### src/rtl/ram_responder.sv
// Memory-side responder for the raddr_0/waddr_0 RAM port bundle: read-valid handshake,
// configurable read pipeline, write-first forwarding, debug preload port and status flags.
module ram_responder #(
    parameter int DATA_WIDTH   = 32,
    parameter int ADDR_WIDTH   = 32,
    parameter int DEPTH        = 16,
    parameter int READ_LATENCY = 1    // legal range 1..4
) (
    input  logic                  clk,
    input  logic                  rst,
    input  logic                  ren_0,
    input  logic [ADDR_WIDTH-1:0] raddr_0,
    output logic [DATA_WIDTH-1:0] rdata_0,
    output logic                  rvalid_0,
    input  logic                  wen_0,
    input  logic [ADDR_WIDTH-1:0] waddr_0,
    input  logic [DATA_WIDTH-1:0] wdata_0,
    input  logic                  debug_write_en,
    input  logic [ADDR_WIDTH-1:0] debug_write_addr,
    input  logic [DATA_WIDTH-1:0] debug_write_data,
    input  logic [ADDR_WIDTH-1:0] debug_addr,
    output logic [DATA_WIDTH-1:0] debug_data,
    output logic [7:0]            collision_count,
    output logic                  range_err
);
    localparam int IDX_W = (DEPTH > 1) ? $clog2(DEPTH) : 1;
    localparam logic [ADDR_WIDTH-1:0] DEPTH_A = ADDR_WIDTH'(DEPTH);

    logic [DATA_WIDTH-1:0] mem [DEPTH];

    logic r_in, w_in, dw_in, d_in;
    logic func_we, dbg_we;
    logic [DATA_WIDTH-1:0] rd_value;

    // Full-width unsigned compare: no wraparound onto low address bits.
    assign r_in  = raddr_0 < DEPTH_A;
    assign w_in  = waddr_0 < DEPTH_A;
    assign dw_in = debug_write_addr < DEPTH_A;
    assign d_in  = debug_addr < DEPTH_A;

    assign func_we = wen_0 & ~rst & w_in;
    assign dbg_we  = debug_write_en & dw_in;

    // No reset on the array: contents survive rst and debug preloads land during reset.
    always_ff @(posedge clk) begin
        if (func_we) mem[waddr_0[IDX_W-1:0]] <= wdata_0;
        if (dbg_we)  mem[debug_write_addr[IDX_W-1:0]] <= debug_write_data;
    end

    assign debug_data = d_in ? mem[debug_addr[IDX_W-1:0]] : '0;

    // Write-first at the issue edge; debug write overrides the functional one.
    always_comb begin
        rd_value = '0;
        if (r_in) begin
            rd_value = mem[raddr_0[IDX_W-1:0]];
            if (func_we && (waddr_0 == raddr_0))
                rd_value = wdata_0;
            if (dbg_we && (debug_write_addr == raddr_0))
                rd_value = debug_write_data;
        end
    end

    logic                  vld_chain  [READ_LATENCY+1];
    logic [DATA_WIDTH-1:0] data_chain [READ_LATENCY+1];

    assign vld_chain[0]  = ren_0;
    assign data_chain[0] = rd_value;

    // Each stage holds its data when idle, so the last stage gives rdata_0 its hold behaviour.
    generate
        for (genvar gi = 0; gi < READ_LATENCY; gi++) begin : g_stage
            logic                  vld_reg;
            logic [DATA_WIDTH-1:0] data_reg;

            always_ff @(posedge clk or posedge rst) begin
                if (rst) begin
                    vld_reg  <= 1'b0;
                    data_reg <= '0;
                end else begin
                    vld_reg <= vld_chain[gi];
                    if (vld_chain[gi])
                        data_reg <= data_chain[gi];
                end
            end

            assign vld_chain[gi+1]  = vld_reg;
            assign data_chain[gi+1] = data_reg;
        end
    endgenerate

    assign rvalid_0 = vld_chain[READ_LATENCY];
    assign rdata_0  = data_chain[READ_LATENCY];

    logic [7:0] collision_count_reg, collision_count_next;
    logic       range_err_reg, range_err_next;

    always_comb begin
        collision_count_next = collision_count_reg;
        range_err_next       = range_err_reg;
        if (func_we && dbg_we && (waddr_0 == debug_write_addr) && (collision_count_reg != 8'hFF))
            collision_count_next = collision_count_reg + 8'd1;
        if ((wen_0 && !w_in) || (ren_0 && !r_in) || (debug_write_en && !dw_in))
            range_err_next = 1'b1;
    end

    always_ff @(posedge clk or posedge rst) begin
        if (rst) begin
            collision_count_reg <= 8'd0;
            range_err_reg       <= 1'b0;
        end else begin
            collision_count_reg <= collision_count_next;
            range_err_reg       <= range_err_next;
        end
    end

    assign collision_count = collision_count_reg;
    assign range_err       = range_err_reg;

endmodule

### config.mk
export PLATFORM = sky130hd
export DESIGN_NAME = ram_responder
export DESIGN_NICKNAME = d
export VERILOG_FILES = /design/src/rtl/ram_responder.sv
export SDC_FILE = /design/constraint.sdc
export NUM_CORES = 1
export LEC_CHECK = 0
export CAP_MARGIN = 40
export CORE_MARGIN = 2
export CORE_UTILIZATION = 54
export DETAILED_ROUTE_END_ITERATION = 10
export GPL_TIMING_DRIVEN = 0
export PLACE_DENSITY = 0.78
export SLEW_MARGIN = 0
export SYNTH_ARGS = -nofsm -noshare
export SYNTH_HDL_FRONTEND = slang
export SYNTH_SLANG_ARGS = --single-unit
### constraint.sdc
create_clock -name clk -period 3.11 [get_ports clk]
set_clock_uncertainty 0.05 [all_clocks]
set_input_delay 0.622 -clock clk [delete_from_list [all_inputs] [get_ports clk]]
set_output_delay 0.622 -clock clk [all_outputs]
set_load 0.01 [all_outputs]
# [Word level (Yosys, flattened, before mapping)]
# Memory sizes are Yosys's and may differ from the RTL's.
# Cells that the tools add are included.
[classes] order_cmp=4 n_reduce_logical=13 shift=0 addsub=1 div_mod_pow=0 eq_ne=4 mux=8 bitwise=4 mul=0
[op_table] cell="$lt A32 B5 Y1 const B" n=4
[op_table] cell="$mux W32" n=4
[op_table] cell="$eq A32 B32 Y1" n=3
[op_table] cell="$add A8 B1 Y8 const B" n=1
[op_table] cell="$logic_and A1 B1 Y1" n=8
[op_table] cell="$ne A8 B8 Y1 const B" n=1
[op_table] cell="$mux W1" n=4
[op_table] cell="$and A1 B1 Y1" n=3
[op_table] cell="$logic_not A1 Y1" n=3
[op_table] cell="$logic_or A1 B1 Y1" n=2
[op_table] cell="$not A1 Y1" n=1
[totals] mem_bits_rw=512 reg_bits=42 wordCells=39 input_bits=197 latch_bits=0 romBits=0 memories=1
[memory_table] memory="mem" words=16 word_bits=32 read_ports=2 rd_clocked_by_memory_dff=0 write_ports=2 line_no="29" rtl="logic [DATA_WIDTH-1:0] mem [DEPTH];"

# [Logic depth before layout (Yosys ltp)]
# Gate-level depths: netlist of the first run.
[depth] word_depth=7 mapped_depth=9 depth_no_buf=7

# [Worst setup path after synthesis of the first run]
# OpenSTA, ideal clock, no wires.
[synth_path] kind="input to register" from="input waddr_0[8]" to="memory mem[8][0], enable pin" stages=5 slack_ns=-1.499 t_required_ns=2.594 t_arrival_ns=4.093 setup_time_ns=0.466 path_cell_list="nor4_1 nand4_1 nor3_1 or3b_2 o21ai_0"
[synth_lines] element="start: declaration" line_no="16" rtl="input logic [ADDR_WIDTH-1:0] waddr_0,"
[synth_lines] element="end: declaration" line_no="29"

==> results.txt, run 1 <==
Worst Tran Pin Value - 0.973 ns
Initial Util - 54.8%
Global Route Usage Sum - 40.7%
largest area contributor in the netlist - edfxtp_1
CTS Buf Count - 58
worst-skew pair later-pin latency - 0.68 ns
Adder-Cell Fraction of Synth Area - 0.0378%
post-DP HPWL - 86100 um
vias in the first global route - 25433
top_reg_cell synth - edfxtp_1
drt pass-1 iters - 8
H-tree levels - 2
Unique masters post-synth - 41
clock slew at reported path FFs - 0.07 ns
WP data arrival - 3.47 ns
Via density - 7.45
Synth Area in Compound Gates - 3.07%
Tmin final - 3.17 ns
layout cells sized above 1 - 47.3%
die width - 252 um
Core ar. - 60500 um2
Critical Path Fanout Max - 13
fin area - 42100 um2
post-synthesis xor/xnor area fraction - 2.72%
die area - 63400 um2
Layout Nets - 2740
CP Capture Type - register
Final Slew Violations - 0
Logic pwr share - 12.8%
IO Pins - 271
first-iteration detailed-routing DRC count - 4328
EDFF count, synth - 512
root buf cell - clkbuf_16
syn nets - 2261
Antenna Violating Nets Remaining - 0
cell row count - 90
Placer Congestion - 0.960
WHS - 0.337 ns
switching power - 0.00441 W
Tcrit/Tclk final - 102%
fillcell total - 3801
Area contributors post-synth - edfxtp_1 (46%), mux4_2 (20%), mux2_2 (16%), dfrtp_1 (3.2%), clkbuf_1 (1.5%)
drt drc - 0
share of the synthesized area in the top cell type - 46.4%
setup ws final - -0.0613 ns
Die Ht - 252 um
TritonCTS clock tree - yes
Rel. slew slack - 35.1%
Int Power - 0.0137 W
simple-gate share of the synthesized area - 3.44%
syn_area_per_cell - 16.1 um2
Setup TNS - -1.24 ns
failing checks - setup timing
register area share after synthesis - 49.6%
P_leak - 14.8 nW
fmax - 315 MHz
Startpoint Class - input port
Net Sw Frac - 24.3%
Util after Layout - 69.6%
number of standard cells after synthesis - 2063
DR WL/cell - 38.8 um
mux share of post-synthesis cell area - 38.2%
main combinational cell family by area after synthesis - multiplexers
Pwr Density - 432 nW/um2
outcome - finished with violations
Post-CTS Hold Buffers - 0
pin count of the biggest net entering global routing - 28
DR vias - 25143
clock sinks - 554
# setup viols final - 58
Mapped Area - 33100 um2
Sequential Power Share - 44.8%
#FFs+latches synth - 554
Hold Vio Cnt, Final - 0
area post-placement - 38100 um2
CP Class - in2reg
peak supply drop - 0.485 mV
clock network power share - 42.4%
Hold WC Path Type - in2async
required time of the critical path - 3.41 ns
Largest register FFs - 512
Total Routed Length - 131000 um
yosys synthesis warning count - 0
Async SR Flop Fraction - 7.58%
initial antenna violation count - 0
I/O Buffers - 260
first-pass GRT wire length - 181000 um
Area Overhead vs Synth - 27.0%
remaining global-route overflow - 0
max cap viols - 0
Longest Clk Path Bufs - 3
[cell families (layout without fill, tap and decap cells)]
| family | Yosys count | in the layout |
|---|---|---|
| other | 0 | 1 |
| muxes | 842 | 842 |
| AOI/OAI and AO/OA | 148 | 148 |
| DFF | 554 | 554 |
| and+or+nand+nor | 193 | 193 |
| buffers and inverters | 222 | 751 |
| xor gates and xnor gates | 103 | 103 |
| adders and majority gates | 1 | 1 |
[worst max-delay path, cell delays in order]
cell	delay (ns)
clkdlybuf4s50_1	0.51
nor4_2	0.35
nand3_2	0.14
nor2_2	0.17
nand2_4	0.15
nor3_4	0.24
buf_4	0.17
buf_4	0.12
nand2_2	0.21
buf_4	0.34
o21ai_4	0.18
buf_16	0.22
[synthesized netlist by cell type, types with 3 or more instances]
| master | instances |
|---|---|
| a32oi_1 | 32 |
| buf_2 | 58 |
| xnor2_1 | 54 |
| mux2_1 | 42 |
| mux2i_1 | 42 |
| a22oi_1 | 46 |
| xor2_1 | 49 |
| mux4_2 | 287 |
| nand2_2 | 4 |
| edfxtp_1 | 512 |
| nand4_1 | 23 |
| buf_4 | 18 |
| and2_1 | 5 |
| buf_1 | 12 |
| o21ai_0 | 45 |
| mux2_2 | 471 |
| a21oi_1 | 9 |
| clkbuf_1 | 130 |
| inv_1 | 3 |
| a211oi_1 | 11 |
| o21bai_1 | 4 |
| nor2_1 | 6 |
| nor2b_1 | 47 |
| nand2b_1 | 3 |
| nor3_2 | 3 |
| and3_1 | 3 |
| nand3_1 | 9 |
| nand2_1 | 36 |
| nor3_1 | 4 |
| nor4_1 | 43 |
| dfrtp_1 | 42 |
[layer usage]
layer,up-vias,part of all wire [%],track usage [%]
met4,0,8.0,25.2
li1,9455,-,-
met1,12422,32,50.1
met5,-,0,0
met3,691,16,15.6
met2,2575,44,61.0
[final timing paths]
kind	from	end	slack [ns]	cells after the start
worst max-delay path	debug_write_addr[5]	mem[11][2]	-0.06	12
worst min-delay path	rst	rdata_0[4]	0.34	2
worst max register to register	mem[0][26]	rdata_0[26]	0.99	7
worst min register to register	rdata_0[25]	rdata_0[25]	0.44	2
max in group asynchronous	rst	rdata_0[14]	2.05	3
min in group clk	rdata_0[25]	rdata_0[25]	0.44	2
[layout by cell type (no fill, tap or decap), drive strengths merged, types with 30 or more instances in the layout]
cell type | Yosys | routed
nor4 | 44 | 44
mux2 | 513 | 513
xnor2 | 54 | 54
a22oi | 46 | 46
nand2 | 40 | 40
dlymetal6s2s | 0 | 30
buf | 88 | 262
mux4 | 287 | 287
clkdlybuf4s50 | 0 | 198
nor2b | 47 | 47
edfxtp | 512 | 512
xor2 | 49 | 49
clkbuf | 130 | 220
o21ai | 45 | 45
a32oi | 32 | 32
mux2i | 42 | 42
dfrtp | 42 | 42
[area by class of cell]
| cell class | count | area [um2] | share of cell area [%] |
|---|---|---|---|
| Clock inverter | 32 | 484 | 1.15 |
| Buffer | 218 | 1430 | 3.41 |
| Tap cell | 782 | 978 | 2.33 |
| Multi-Input combinational cell | 1287 | 16300 | 38.7 |
| Timing Repair Buffer | 419 | 4890 | 11.6 |
| Antenna cell | 1 | 2.50 | 0.00595 |
| Inverter | 4 | 15.0 | 0.0357 |
| Clock buffer | 78 | 1580 | 3.75 |
| Sequential cell | 554 | 16400 | 39.0 |
[stage by stage]
stage                     worst slack (ns)  std cells  power [W]
after global routing               -0.0485       3374     0.0184
after CTS                          -0.0193       3350     0.0180
after detailed placement             -1.54       3169     0.0104
after global placement               -3.92       3105     0.0103
final                              -0.0613       3375     0.0182
after floorplan                     -0.535       2063    0.00944
[power by group through the flow]
stage,combinational [W],sequential [W],clock [W]
6_report,0.00233,0.00813,0.00769
5_1_grt,0.00240,0.00813,0.00791
4_1_cts,0.00222,0.00813,0.00764
3_5_place_dp,0.00207,0.00829,0
3_3_place_gp,0.00197,0.00829,0
2_1_floorplan,0.00115,0.00829,0
[repair_timing]
item / in CTS / in global routing
setup buffers: 63 / 19
endpoints found under the setup margin: 1067 / 707
resized for setup: 286 / 97
pin swaps: 16 / 17
cloned: 8 / 2
No activity file was read; power rests on OpenSTA's default activity.
==> run 2: changes to the inputs <==
Settings changed: GPL_TIMING_DRIVEN 0 to not set.
==> results.txt, run 2 (synthesized netlist as in run 1, its figures left out) <==
Largest register FFs - 512
fin area - 42300 um2
layout cells sized above 1 - 50.4%
Power Total - 0.0175 W
delay-heaviest family, CP - multiplexers
Int Power - 0.0133 W
fillcell total - 3805
Final Slew Violations - 0
CTS Buf Count - 58
Global Route Usage Sum - 36.8%
Total Routed Length - 116000 um
max cap viols - 0
clock network power share - 40.8%
Startpoint Class - input port
worst-skew pair later-pin latency - 0.66 ns
P_leak - 14.9 nW
Tcrit/Tclk final - 103%
first-pass GRT wire length - 168000 um
Sequential Power Share - 46.4%
register area - 16400 um2
M1 WL - 40200 um
highest routing layer actually used - met5
Core ar. - 60500 um2
DR WL met3 - 14400 um
outcome - finished with violations
Via density - 7.12
fmax - 312 MHz
clock sinks - 554
worst reg2reg startpoint - mem[1][0]
TritonCTS clock tree - yes
Net Sw Frac - 24.0%
clock slew at reported path FFs - 0.06 ns
WP data arrival - 2.53 ns
crit-path max cell delay - 0.51 ns
Initial Util - 54.8%
vias in the first global route - 24735
DR vias - 23780
Hold Vio Cnt, Final - 0
Layout Nets - 2703
Antenna Violating Nets Remaining - 0
post-DP HPWL - 74900 um
Post-Place Setup Slack - -0.568 ns
Tmin final - 3.20 ns
CP startpoint - debug_addr[0]
# setup viols final - 19
Longest Clk Path Bufs - 3
Rel. slew slack - 46.1%
drt drc - 0
IO Pins - 271
pin count of the biggest net entering global routing - 36
area post-placement - 39400 um2
setup ws final - -0.0934 ns
commonest cells after routing, fill and taps aside - edfxtp_1 (512), mux2_2 (471), mux4_2 (287)
Worst Tran Pin Value - 0.806 ns
CP Capture Type - primary output
CP endpoint - debug_data[5]
Pwr Density - 415 nW/um2
multi-input combinational cell area - 16100 um2
cell row count - 90
drt pass-1 iters - 5
CP Class - in2out
root buf cell - clkbuf_16
FF-to-FF path depth - 7
RSZ-0062 raised after global routing - true
H-tree levels - 2
reg2reg end - rdata_0[0]
initial antenna violation count - 7
Die Ht - 252 um
Placer Congestion - 0.948
commonest non-fill, non-tap cell in the layout - edfxtp_1
Critical Path Fanout Max - 7
die width - 252 um
switching power - 0.00421 W
DR WL/cell - 34.8 um
required time of the critical path - 2.44 ns
register-to-register setup slack - 1.07 ns
Area Overhead vs Synth - 27.6%
remaining global-route overflow - 0
first-iteration detailed-routing DRC count - 3259
I/O Buffers - 270
Levels on crit path - 8
Slowest-stage cell, CP - mux4_2
failing checks - setup timing
Hold WC Path Type - reg2reg
CP bufs+invs - 5
Logic pwr share - 12.9%
die area - 63400 um2
Cell Chain, Critical Path - clkbuf_16, buf_16, buf_12, buf_16, mux4_2, mux4_2, nor2b_1, buf_2
routed wire length on met2 - 55000 um
peak supply drop - 0.434 mV
[run 2: cell types whose count changed in the layout (fill, tap and decap cells not counted), sizes merged, moves of 2 or more]
cell	before	now
bufbuf	2	0
clkbuf	220	72
clkinv	16	26
clkdlybuf4s50	198	214
buf	262	366
clkinvlp	2	4
clkdlybuf4s15	3	0
bufinv	11	6
diode	1	4
dlymetal6s2s	30	17
[run 2: how the worst min path moves through the flow]
stage / start / to / slack [ns] / cells after the start
floorplan: collision_count[6] / collision_count[6] / 0.47 / 1
global placement: rdata_0[25] / rdata_0[25] / 0.42 / 2
detailed placement: rdata_0[12] / rdata_0[12] / 0.43 / 2
CTS: rdata_0[12] / rdata_0[12] / 0.45 / 2
global route: ren_0 / rvalid_0 / 0.47 / 1
finish: rdata_0[12] / rdata_0[12] / 0.44 / 2
[run 2: power groups by stage]
| stage | Sequential [W] | Combinational (W) | Clock (W) |
|---|---|---|---|
| after detailed placement | 0.00829 | 0.00207 | 0 |
| after global placement | 0.00829 | 0.00203 | 0 |
| after CTS | 0.00813 | 0.00221 | 0.00716 |
| after floorplan | 0.00829 | 0.00115 | 0 |
| final | 0.00813 | 0.00226 | 0.00716 |
| after global routing | 0.00813 | 0.00236 | 0.00743 |
[run 2: cell type report]
type	count	share of cell area, %
well taps	782	2.31
multi-input cells	1287	38.2
diodes	4	0.0237
repair buffers	600	16.0
inverters	4	0.0355
clock inverters	40	0.971
flip-flops and latches	554	38.9
clock buffers	69	3.58
[run 2: worst min-delay path: cells and delay by family, from the launching register on]
family / cells / cell delay, ns
AOI/OAI and AO/OA: 2 / 0.11
DFF: 1 / 0.34
[run 2: what timing repair did]
action	4_1_cts	5_1_grt
endpoints found under the setup margin	32	32
cloned	8	0
buffers inserted	41	14
gates resized for setup	188	71
hold buffers	0	0
pin swaps	2	11
[run 2: per-layer routing]
metal,GRT usage (%),vias up
met5,0,-
li1,-,9364
met1,47.0,12090
met4,18.4,6
met3,9.41,451
met2,58.8,1869
[run 2: per-stage QoR]
step           utilization, %  std cells  hold slack [ns]  setup TNS, ns
2_1_floorplan               -       2063            0.469        -131.24
4_1_cts                  69.5       3329            0.445          -1.11
3_5_place_dp             65.1       3174            0.432        -292.32
5_1_grt                  69.9       3337            0.469          -1.23
6_report                 69.9       3340            0.439         -0.759
3_3_place_gp             65.1       3173            0.421        -376.66
